[src/rtl/uart_pkg.sv]
// -----------------------------------------------------------------------------
// uart_pkg
// Definitions shared by the UART top level and its FIFO sub-module:
//   - uart_state_t : state encoding used by both the RX and TX FSMs
//   - DEFAULT_CLKS_PER_BIT / DEFAULT_FIFO_DEPTH : default parameter values
//   - DATA_BITS    : payload width of one 8N1 frame
//   - is_pow2()    : elaboration helper for parameter legality checks
// -----------------------------------------------------------------------------
package uart_pkg;

  typedef enum logic [1:0] {
    IDLE  = 2'd0,
    START = 2'd1,
    DATA  = 2'd2,
    STOP  = 2'd3
  } uart_state_t;

  localparam int DEFAULT_CLKS_PER_BIT = 10;
  localparam int DEFAULT_FIFO_DEPTH   = 16;
  localparam int DATA_BITS            = 8;

  function automatic bit is_pow2(input int value);
    return (value > 0) && ((value & (value - 1)) == 0);
  endfunction

endpackage

[src/rtl/uart_sync_fifo.sv]
// -----------------------------------------------------------------------------
// sync_fifo
// Single-clock show-ahead FIFO with count-based full/empty.
//   clk, rst : clock and synchronous active-high reset
//   push     : write wdata (ignored while full)
//   wdata    : data to write
//   pop      : remove the head entry (ignored while empty)
//   rdata    : head entry; holds the last head while empty, 0 after reset
//   empty    : no entries stored
//   full     : DEPTH entries stored
// -----------------------------------------------------------------------------
module sync_fifo
  import uart_pkg::*;
#(
  parameter int WIDTH = DATA_BITS,
  parameter int DEPTH = DEFAULT_FIFO_DEPTH
) (
  input  logic             clk,
  input  logic             rst,
  input  logic             push,
  input  logic [WIDTH-1:0] wdata,
  input  logic             pop,
  output logic [WIDTH-1:0] rdata,
  output logic             empty,
  output logic             full
);

  localparam int AW = (DEPTH > 1) ? $clog2(DEPTH) : 1;
  localparam logic [AW:0] CNT_ZERO = '0;
  localparam logic [AW:0] CNT_ONE  = (AW + 1)'(1);
  localparam logic [AW:0] CNT_FULL = (AW + 1)'(DEPTH);

  if (!is_pow2(DEPTH) || DEPTH < 2) begin : g_bad_depth
    $error("sync_fifo: DEPTH must be a power of two >= 2");
  end

  logic [WIDTH-1:0] mem [DEPTH];
  logic [AW-1:0]    wr_ptr;
  logic [AW-1:0]    rd_ptr;
  logic [AW-1:0]    rd_ptr_nxt;
  logic [AW:0]      count;
  logic             do_push;
  logic             do_pop;

  // A push into a full FIFO is dropped even if a pop happens in the same
  // cycle; this keeps the full case trivially "unchanged".
  assign do_push    = push && (count != CNT_FULL);
  assign do_pop     = pop && (count != CNT_ZERO);
  assign rd_ptr_nxt = rd_ptr + AW'(1);
  assign empty      = (count == CNT_ZERO);
  assign full       = (count == CNT_FULL);

  // NOTE: the storage array has no reset; only pointers, count and the head
  // register are reset, so the array maps onto plain RAM/register cells.
  always_ff @(posedge clk) begin
    if (do_push) mem[wr_ptr] <= wdata;
  end

  // NOTE: every sequential assignment uses <= so all registers update from
  // the values present before the edge, independent of statement order.
  always_ff @(posedge clk) begin
    if (rst) begin
      wr_ptr <= '0;
      rd_ptr <= '0;
      count  <= '0;
      rdata  <= '0;
    end else begin
      if (do_push) wr_ptr <= wr_ptr + AW'(1);
      if (do_pop)  rd_ptr <= rd_ptr_nxt;

      unique case ({do_push, do_pop})
        2'b10:   count <= count + CNT_ONE;
        2'b01:   count <= count - CNT_ONE;
        default: count <= count;
      endcase

      // Registered head: the next head comes either from the array (pop with
      // more entries behind) or straight from wdata (push into an empty FIFO,
      // or push while the only entry is being popped). Otherwise it holds.
      if (do_pop && (count > CNT_ONE)) begin
        rdata <= mem[rd_ptr_nxt];
      end else if (do_push && ((count == CNT_ZERO) ||
                               (do_pop && (count == CNT_ONE)))) begin
        rdata <= wdata;
      end
    end
  end

endmodule

[src/rtl/uart.sv]
// -----------------------------------------------------------------------------
// uart
// Full-duplex 8N1 UART with an RX FIFO and a TX FIFO.
//   clk        : single clock, rising edge
//   rst        : synchronous active-high reset
//   rxd        : asynchronous serial input, idle high
//   txd        : registered serial output, idle high
//   wrreq      : push write_data into the TX FIFO (dropped when full)
//   write_data : byte to transmit
//   rdreq      : pop the RX FIFO head (ignored when empty)
//   read_data  : RX FIFO head, show-ahead
//   empty      : RX FIFO holds no bytes
// -----------------------------------------------------------------------------
module uart
  import uart_pkg::*;
#(
  parameter int CLKS_PER_BIT = DEFAULT_CLKS_PER_BIT,
  parameter int FIFO_DEPTH   = DEFAULT_FIFO_DEPTH
) (
  input  logic       clk,
  input  logic       rst,
  input  logic       rxd,
  output logic       txd,
  input  logic       wrreq,
  input  logic [7:0] write_data,
  input  logic       rdreq,
  output logic [7:0] read_data,
  output logic       empty
);

  localparam int            CW        = $clog2(CLKS_PER_BIT);
  localparam logic [CW-1:0] BIT_LAST  = CW'(CLKS_PER_BIT - 1);
  localparam logic [CW-1:0] HALF_LAST = CW'(CLKS_PER_BIT / 2 - 1);
  localparam logic [CW-1:0] CNT_ONE   = CW'(1);
  localparam logic [2:0]    LAST_BIT  = 3'(DATA_BITS - 1);

  if (CLKS_PER_BIT < 4) begin : g_bad_cpb
    $error("uart: CLKS_PER_BIT must be at least 4");
  end

  // ---------------------------------------------------------------------------
  // Receive path
  // ---------------------------------------------------------------------------
  logic          rx_meta;
  logic          rx_sync;
  uart_state_t   rx_state;
  logic [CW-1:0] rx_cnt;
  logic [2:0]    rx_idx;
  logic [7:0]    rx_shift;
  logic          rx_push;
  logic          rx_armed;
  logic          rx_full;

  // Two-flop synchronizer; resets to the idle line level.
  always_ff @(posedge clk) begin
    if (rst) begin
      rx_meta <= 1'b1;
      rx_sync <= 1'b1;
    end else begin
      rx_meta <= rxd;
      rx_sync <= rx_meta;
    end
  end

  // rx_armed is cleared at the end of every frame and set again once the
  // line is seen high, so a stuck-low line cannot retrigger start detection.
  always_ff @(posedge clk) begin
    if (rst) begin
      rx_state <= IDLE;
      rx_cnt   <= '0;
      rx_idx   <= '0;
      rx_shift <= '0;
      rx_push  <= 1'b0;
      rx_armed <= 1'b0;
    end else begin
      rx_push <= 1'b0;
      unique case (rx_state)
        IDLE: begin
          rx_cnt <= '0;
          rx_idx <= '0;
          if (!rx_armed) begin
            if (rx_sync) rx_armed <= 1'b1;
          end else if (!rx_sync) begin
            rx_state <= START;
          end
        end
        START: begin
          // Half a bit in: confirm the start bit, or treat it as a glitch.
          if (rx_cnt == HALF_LAST) begin
            rx_cnt   <= '0;
            rx_state <= rx_sync ? IDLE : DATA;
          end else begin
            rx_cnt <= rx_cnt + CNT_ONE;
          end
        end
        DATA: begin
          if (rx_cnt == BIT_LAST) begin
            rx_cnt   <= '0;
            rx_shift <= {rx_sync, rx_shift[7:1]};
            if (rx_idx == LAST_BIT) rx_state <= STOP;
            else                    rx_idx   <= rx_idx + 3'd1;
          end else begin
            rx_cnt <= rx_cnt + CNT_ONE;
          end
        end
        STOP: begin
          if (rx_cnt == BIT_LAST) begin
            rx_cnt   <= '0;
            rx_push  <= rx_sync;  // stop bit 0: framing error, byte discarded
            rx_armed <= 1'b0;
            rx_state <= IDLE;
          end else begin
            rx_cnt <= rx_cnt + CNT_ONE;
          end
        end
        default: rx_state <= IDLE;
      endcase
    end
  end

  sync_fifo #(
    .WIDTH (DATA_BITS),
    .DEPTH (FIFO_DEPTH)
  ) u_rx_fifo (
    .clk   (clk),
    .rst   (rst),
    .push  (rx_push && !rx_full),
    .wdata (rx_shift),
    .pop   (rdreq),
    .rdata (read_data),
    .empty (empty),
    .full  (rx_full)
  );

  // ---------------------------------------------------------------------------
  // Transmit path
  // ---------------------------------------------------------------------------
  uart_state_t   tx_state;
  logic [CW-1:0] tx_cnt;
  logic [2:0]    tx_idx;
  logic [7:0]    tx_shift;
  logic [7:0]    tx_head;
  logic          tx_empty;
  logic          tx_full;
  logic          tx_pop;

  // The head is consumed in the same cycle the FSM leaves IDLE.
  assign tx_pop = (tx_state == IDLE) && !tx_empty;

  sync_fifo #(
    .WIDTH (DATA_BITS),
    .DEPTH (FIFO_DEPTH)
  ) u_tx_fifo (
    .clk   (clk),
    .rst   (rst),
    .push  (wrreq && !tx_full),
    .wdata (write_data),
    .pop   (tx_pop),
    .rdata (tx_head),
    .empty (tx_empty),
    .full  (tx_full)
  );

  // txd is assigned alongside each state change so the line level is always
  // a flop output and each bit lasts exactly CLKS_PER_BIT cycles.
  always_ff @(posedge clk) begin
    if (rst) begin
      tx_state <= IDLE;
      tx_cnt   <= '0;
      tx_idx   <= '0;
      tx_shift <= '0;
      txd      <= 1'b1;
    end else begin
      unique case (tx_state)
        IDLE: begin
          tx_cnt <= '0;
          tx_idx <= '0;
          txd    <= 1'b1;
          if (!tx_empty) begin
            tx_shift <= tx_head;
            txd      <= 1'b0;
            tx_state <= START;
          end
        end
        START: begin
          if (tx_cnt == BIT_LAST) begin
            tx_cnt   <= '0;
            txd      <= tx_shift[0];
            tx_state <= DATA;
          end else begin
            tx_cnt <= tx_cnt + CNT_ONE;
          end
        end
        DATA: begin
          if (tx_cnt == BIT_LAST) begin
            tx_cnt <= '0;
            if (tx_idx == LAST_BIT) begin
              txd      <= 1'b1;
              tx_state <= STOP;
            end else begin
              tx_idx   <= tx_idx + 3'd1;
              tx_shift <= {1'b0, tx_shift[7:1]};
              txd      <= tx_shift[1];
            end
          end else begin
            tx_cnt <= tx_cnt + CNT_ONE;
          end
        end
        STOP: begin
          if (tx_cnt == BIT_LAST) begin
            tx_cnt   <= '0;
            tx_state <= IDLE;
          end else begin
            tx_cnt <= tx_cnt + CNT_ONE;
          end
        end
        default: tx_state <= IDLE;
      endcase
    end
  end

endmodule

[config.mk]
export PLATFORM = sky130hd
export DESIGN_NAME = uart
export DESIGN_NICKNAME = d
export VERILOG_FILES = /design/src/rtl/uart_pkg.sv /design/src/rtl/uart_sync_fifo.sv /design/src/rtl/uart.sv
export SDC_FILE = /design/constraint.sdc
export NUM_CORES = 1
export LEC_CHECK = 0
export BUFFER_PORTS_ARGS = -buffer_cell sky130_fd_sc_hd__buf_2
export CELL_PAD_IN_SITES_DETAIL_PLACEMENT = 1
export CELL_PAD_IN_SITES_GLOBAL_PLACEMENT = 2
export CORE_AREA = 10 10 202 204
export DETAILED_ROUTE_END_ITERATION = 10
export DIE_AREA = 0 0 212 214
export GPL_TIMING_DRIVEN = 0
export PLACE_DENSITY = 0.74
export SLEW_MARGIN = 10
export SYNTH_ARGS = -nofsm -noshare
export SYNTH_HDL_FRONTEND = slang
export SYNTH_HIERARCHICAL = 1
export SYNTH_SLANG_ARGS = --single-unit
[constraint.sdc]
create_clock -name clk -period 4.8 [get_ports clk]
set_input_delay 0 -clock clk [delete_from_list [all_inputs] [get_ports clk]]
set_output_delay 0 -clock clk [all_outputs]
set_load 0.05 [all_outputs]
**Word-level counts from Yosys, hierarchy flattened**

Memory sizes are Yosys's and may differ from the RTL's.
Index checks and enable logic that the tools add are counted.

- Add/sub/neg operators: 12
- Equal/unequal tests: 34
- Bitwise operators: 2
- Mux-type cells: 48
- Reductions and logical operators: 43
- Magnitude comparators: 2

Operators with widths:

| kind | count |
|---|---|
| 8-bit 2-to-1 mux | 7 |
| 2-bit != test, second input constant | 13 |
| 4-bit by 1-bit adder with 4-bit output, second input constant | 6 |
| 2-bit 2-to-1 mux | 12 |
| 5-bit one-hot mux with 2 select lines | 2 |
| 2-bit one-hot mux with 4 select lines | 2 |
| 8-bit one-hot mux with 2 select lines | 1 |
| 2-bit nonzero test | 7 |
| 1-bit logical AND | 13 |
| 2-bit equality test, second input constant | 6 |
| 3-bit 2-to-1 mux | 4 |
| 4-bit 2-to-1 mux | 3 |
| 3-bit one-hot mux with 2 select lines | 2 |
| 4-bit one-hot mux with 3 select lines | 1 |
| 1-bit 2-to-1 mux | 11 |
| 5-bit by 1-bit adder with 5-bit output, second input constant | 2 |
| 5-bit by 1-bit equality test with 1-bit output, second input constant | 2 |
| 5-bit equality test, second input constant | 2 |
| 5-bit by 1-bit greater-than comparator with 1-bit output, second input constant | 2 |
| 5-bit zero test | 2 |
| 5-bit != test, second input constant | 2 |
| 5-bit nonzero test | 2 |
| 5-bit by 1-bit subtractor with 5-bit output, second input constant | 2 |
| 3-bit AND reduction | 3 |
| 19 further kinds | 32 |

- Memories kept: 2
- RAM bits: 256
- Register bits after elaboration: 81
- Input port bits: 13

Memories:

| memory | words | bits a word | rd ports | clocked after Yosys merged registers in | write ports | line | source |
|---|---|---|---|---|---|---|---|
| u_rx_fifo.mem | 16 | 8 | 1 | 0 | 1 | uart_sync_fifo.sv:37 | `logic [WIDTH-1:0] mem [DEPTH];` |
| u_tx_fifo.mem | 16 | 8 | 1 | 0 | 1 | uart_sync_fifo.sv:37 |  |

**Logic depth before layout (Yosys ltp)**

- Depth after elaboration: 9
- Gate-level depth with buffers: 13
- Gate-level depth less buffers: 12

**Modules after synthesis**

The synthesis kept the hierarchy.

Modules (own cells, without submodules):

| module | instances | cells each | area an instance (µm²) | seq. area each (µm²) |
|---|---|---|---|---|
| sync_fifo | 2 | 350 | 6263.5 | 4264.1 |
| uart | 1 | 208 | 2004.4 | 780.7 |

**Worst setup path before layout**

No wires, ideal clock.

- Path kind: register to register
- From: register u_tx_fifo.count[0]
- To: register u_tx_fifo.count[3]
- Arrival time: 2.838 ns
- Path slack: 1.834 ns
- Setup time: 0.128 ns
- Stages on the path, launching flop included: 13
- Required time: 4.672 ns
- Period minus slack after synthesis: 2.966 ns
- Cells stage by stage: dfxtp_1 -> inv_1 -> ha_1 -> or4b_2 -> inv_1 -> nor2b_1 -> inv_1 -> a21oi_1 -> ha_1 -> or4b_2 -> a21oi_1 -> xnor2_1 -> nor2_1

- Cells in the longest elaborated chain, start to end: 6
- Elaborated cells between the ends (all ways): 16
- Those cells by class: 2 x add/sub; 4 x eq/ne; 1 x mux; 9 x reduce/logical

Ends and longest elaborated chain:

| what | line | source |
|---|---|---|
| from (decl) | uart_sync_fifo.sv:41 | `logic [AW:0] count;` |
| from (signal assigned) | uart_sync_fifo.sv:72 | `2'b10: count <= count + CNT_ONE;` |
| from (signal assigned) | uart_sync_fifo.sv:73 | `2'b01: count <= count - CNT_ONE;` |
| from (signal assigned) | uart_sync_fifo.sv:74 | `default: count <= count;` |
| 5-bit zero test * | uart_sync_fifo.sv:50 | `assign empty = (count == CNT_ZERO);` |
| net tx_empty | uart.sv:143 | `logic tx_empty;` |
| 1-bit zero test * | n/a |  |
| 1-bit logical AND * | uart.sv:148 | `assign tx_pop = (tx_state == IDLE) && !tx_empty;` |
| net tx_pop | uart.sv:145 | `logic tx_pop;` |
| 1-bit logical AND * | uart_sync_fifo.sv:48 | `assign do_pop = pop && (count != CNT_ZERO);` |
| net u_tx_fifo.do_pop | uart_sync_fifo.sv:43 | `logic do_pop;` |
| 2-bit by 1-bit equality test with 1-bit output / 2-bit equality test (equally long branches) | uart_sync_fifo.sv:71 | `unique case ({do_push, do_pop})` |
| 5-bit one-hot mux with 2 select lines / 2-bit nonzero test (equally long branches) | n/a |  |

The timed path passes the listed nets; every way through them passes the cells marked *.
A chain may end at the register's enable or synchronous reset.

**Worst setup path in the final report**

Same ends and word-level chain as after synthesis.

==> out/results.txt <==
DP Wirelength: 21000 um
Tcrit/Tclk final: 0.712
First-pass GRT wire length: 49500 um
Layout cell share with drive strength beyond 1: 0.127
Slowest stage cell, crit path: or4b_2
Slowest stage delay, CP: 600 ps
Clk slew on worst S/H paths: 60 ps
Via density: 5.40
Die X: 212 um
Status: finished, final reports clean
Post-CTS resize count: 0
Worst-path cell chain: inv_1 -> ha_1 -> or4b_2 -> inv_1 -> nor2b_1 -> inv_1 -> a21oi_1 -> ha_1 -> or4b_2 -> a21oi_1 -> xnor2_1 -> nor2_1
Cell variety after synth: 64
Max VDD drop: 0.351 mV
Post-route DRC: 0
Clock tree buffer depth: 3
I/O pins: 23
Seq/Total Area, Yosys: 0.641
Slew margin rel.: 0.200
Yosys top cell area share: 0.529
Most common cell in the netlist: edfxtp_1
Largest net degree at the start of global routing: 20
YS warnings: 6
Post-synth EDFFs: 256
Initial Utilization: 0.392
Cts bufs inserted: 37
Htree depth: 2
Worst Setup Start Kind: flip-flop
Register area: 9310 um^2
Remaining global-route overflow: 0
All-Layer GR Usage: 0.140
Insertion delay to the later sink of the worst-skew pair: 530 ps
Hold_sp: wrreq
Data required, critical path: 5200 ps
Flop2flop setup slack: 1380 ps
Root Buffer: clkbuf_16
Top cells by area, synth: edfxtp_1 (53%), dfxtp_1 (11%), mux4_1 (8.3%)
Tmin final: 3420 ps
Mean Syn Cell Area: 16.0 um^2
Crit. Startpoint: u_tx_fifo/count[0]
Worst slew pin tran: 1190 ps
Cell Rows: 71
Syn Nets: 954
IO buf count: 22
Final WL: 31700 um
Peak Freq: 293 MHz
DRT Pass-1 Iters: 4
Final Hold Vio Count: 0
Synth Register Bits: 337
Setup TNS: 0 ps
Most frequent CP cell: inv_1
Final ANT Viol Nets: 0
Crit path max fanout: 7
ANT cells: 0
Arrival time worst endpoint: 3820 ps
Die area: 45400 um^2
Met2 usage: 0.241
Total core area: 37000 um^2
M1 GR Usage: 0.175
R2R depth: 12
Power Density: 480 nW/um^2
Leakage: 0.00563 uW
Asr flop ratio synth: 0
Hold Path Class: input pin to flip-flop
Area grow syn2layout: 13.4%
Met3 GRT Util: 0.0273
Sink Count: 337
Final Skew: 16.6 ps
Drt first-iter violations: 382
CP endpoint: u_tx_fifo/count[3]
Maxcap violations: 0
R2r endpoint: u_tx_fifo/count[3]
Initial antenna violation count: 0
Pwr Total: 7920 uW
Die span in y: 214 um
Gr busiest metal: met2
Top FF cell, synth: edfxtp_1
Number of global-route vias before repair: 8348
Final setup viols: 0
Number of nets in the layout: 1026
TritonCTS clock tree: yes
WL per Instance: 21.5 um
Unrepaired setup endpoints after global routing: no
Mapped cell area: 14500 um^2
Top post-synthesis cells by count: edfxtp_1 (256), mux2i_1 (100), dfxtp_1 (81), nor2_1 (57), mux4_1 (46)
Final Slew Violations: 0
GP Congestion: 0.751
Critical path class: flip-flop to flip-flop
Vias: 7980
Area taken by multi-input logic gates: 4850 um^2
CP Capture Type: flip-flop
Cells after Synth: 908
Yosys top cell by area: edfxtp_1
# fillers: 3595
FF-to-FF Start: u_tx_fifo/count[0]
-- report_power, final --
part / switching, uW / total (uW) / internal (uW)
Combinational: 1040 / 1920 / 874
Clock: 1100 / 2640 / 1540
Sequential: 100 / 3360 / 3260
-- critical path, delay by kind of cell (launching register included) --
| kind | cells | cell delay (ps) |
|---|---|---|
| AOI/OAI and AO/OA | 2 | 530 |
| and+or+nand+nor | 4 | 1150 |
| buffers and inverters | 3 | 390 |
| adders and majority gates | 2 | 620 |
| xor gates and xnor gates | 1 | 130 |
| DFF | 1 | 450 |
-- sequential cells by signal (all words and copies together) (netlist names), 3 cells and up, named ones only --
signal	count
rx_shift	8
u_tx_fifo/mem	128
rx_idx	3
tx_idx	3
tx_shift	8
tx_cnt	4
u_rx_fifo/mem	128
u_tx_fifo/wr_ptr	4
u_rx_fifo/rdata	8
u_tx_fifo/rdata	8
u_tx_fifo/count	5
u_tx_fifo/rd_ptr	4
u_rx_fifo/wr_ptr	4
u_rx_fifo/count	5
u_rx_fifo/rd_ptr	4
rx_cnt	4
-- through the flow --
step / util / worst slack [ps] / hold slack (ps) / cell area, um^2 / cells
floorplan: - / 1830 / 97.1 / 14500 / 908
global placement: 0.411 / 1370 / 186 / 15200 / 1404
detailed placement: 0.411 / 1350 / 189 / 15200 / 1404
CTS: 0.444 / 1300 / 8.10 / 16500 / 1478
global route: 0.445 / 1050 / 56.6 / 16500 / 1478
finish: 0.445 / 1380 / 21.0 / 16500 / 1478
-- final cells by class --
type,instances,share of cell area
flip-flops and latches,337,0.565
repair buffers,33,0.0134
inverters,26,0.00592
clock buffers,48,0.0619
well taps,474,0.0360
multi-input cells,505,0.294
clock inverters,15,0.00615
plain buffers,40,0.0179
-- placed cells by master, fill, tap and decap left out, drive strengths merged, types with 7 or more instances in the layout --
cell type | Yosys | layout
xnor2 | 12 | 12
nand3 | 21 | 21
mux2i | 100 | 100
clkinv | 2 | 12
nand2b | 10 | 10
o21ai | 17 | 17
nor2 | 57 | 57
a311oi | 7 | 7
nor3 | 13 | 13
mux4 | 48 | 48
a211oi | 9 | 9
edfxtp | 256 | 256
nand2 | 22 | 22
o221ai | 16 | 16
dlygate4sd3 | 0 | 11
nand4b | 20 | 20
nand3b | 9 | 9
clkbuf | 14 | 62
dfxtp | 81 | 81
mux2 | 8 | 8
buf | 26 | 48
xor2 | 16 | 16
ha | 33 | 33
inv | 24 | 25
a21oi | 26 | 26
nor2b | 7 | 7
-- layer usage --
metal  vias up  wire length (um)
met5         -                 0
met4         0               630
met3        42              1210
met2       116             16100
met1      4097             13800
li1       3725                 -
-- worst min-delay path by stage --
stage	to	cells past startpoint
6_report	u_tx_fifo/wr_ptr[3]	5
5_1_grt	u_tx_fifo/wr_ptr[3]	5
4_1_cts	u_tx_fifo/wr_ptr[3]	5
3_5_place_dp	rx_meta	2
3_3_place_gp	rx_meta	2
2_1_floorplan	rx_meta	1
-- logic make-up after synthesis --
kind of cell             after synthesis  synth area share
AO/OA/AOI/OAI                         96            0.0487
XOR/XNOR                              28            0.0179
adder cells (fa/ha/maj)               33            0.0284
buffers and inverters                 66            0.0270
flip-flops                           337             0.641
multiplexers                         156             0.161
AND/OR/NAND/NOR                      192            0.0759
-- repair_timing --
item,in CTS,in global routing
hold endpoints to repair,135,0
buffers inserted,0,0
hold buffers,11,0
(Power assumes the default switching activity.)
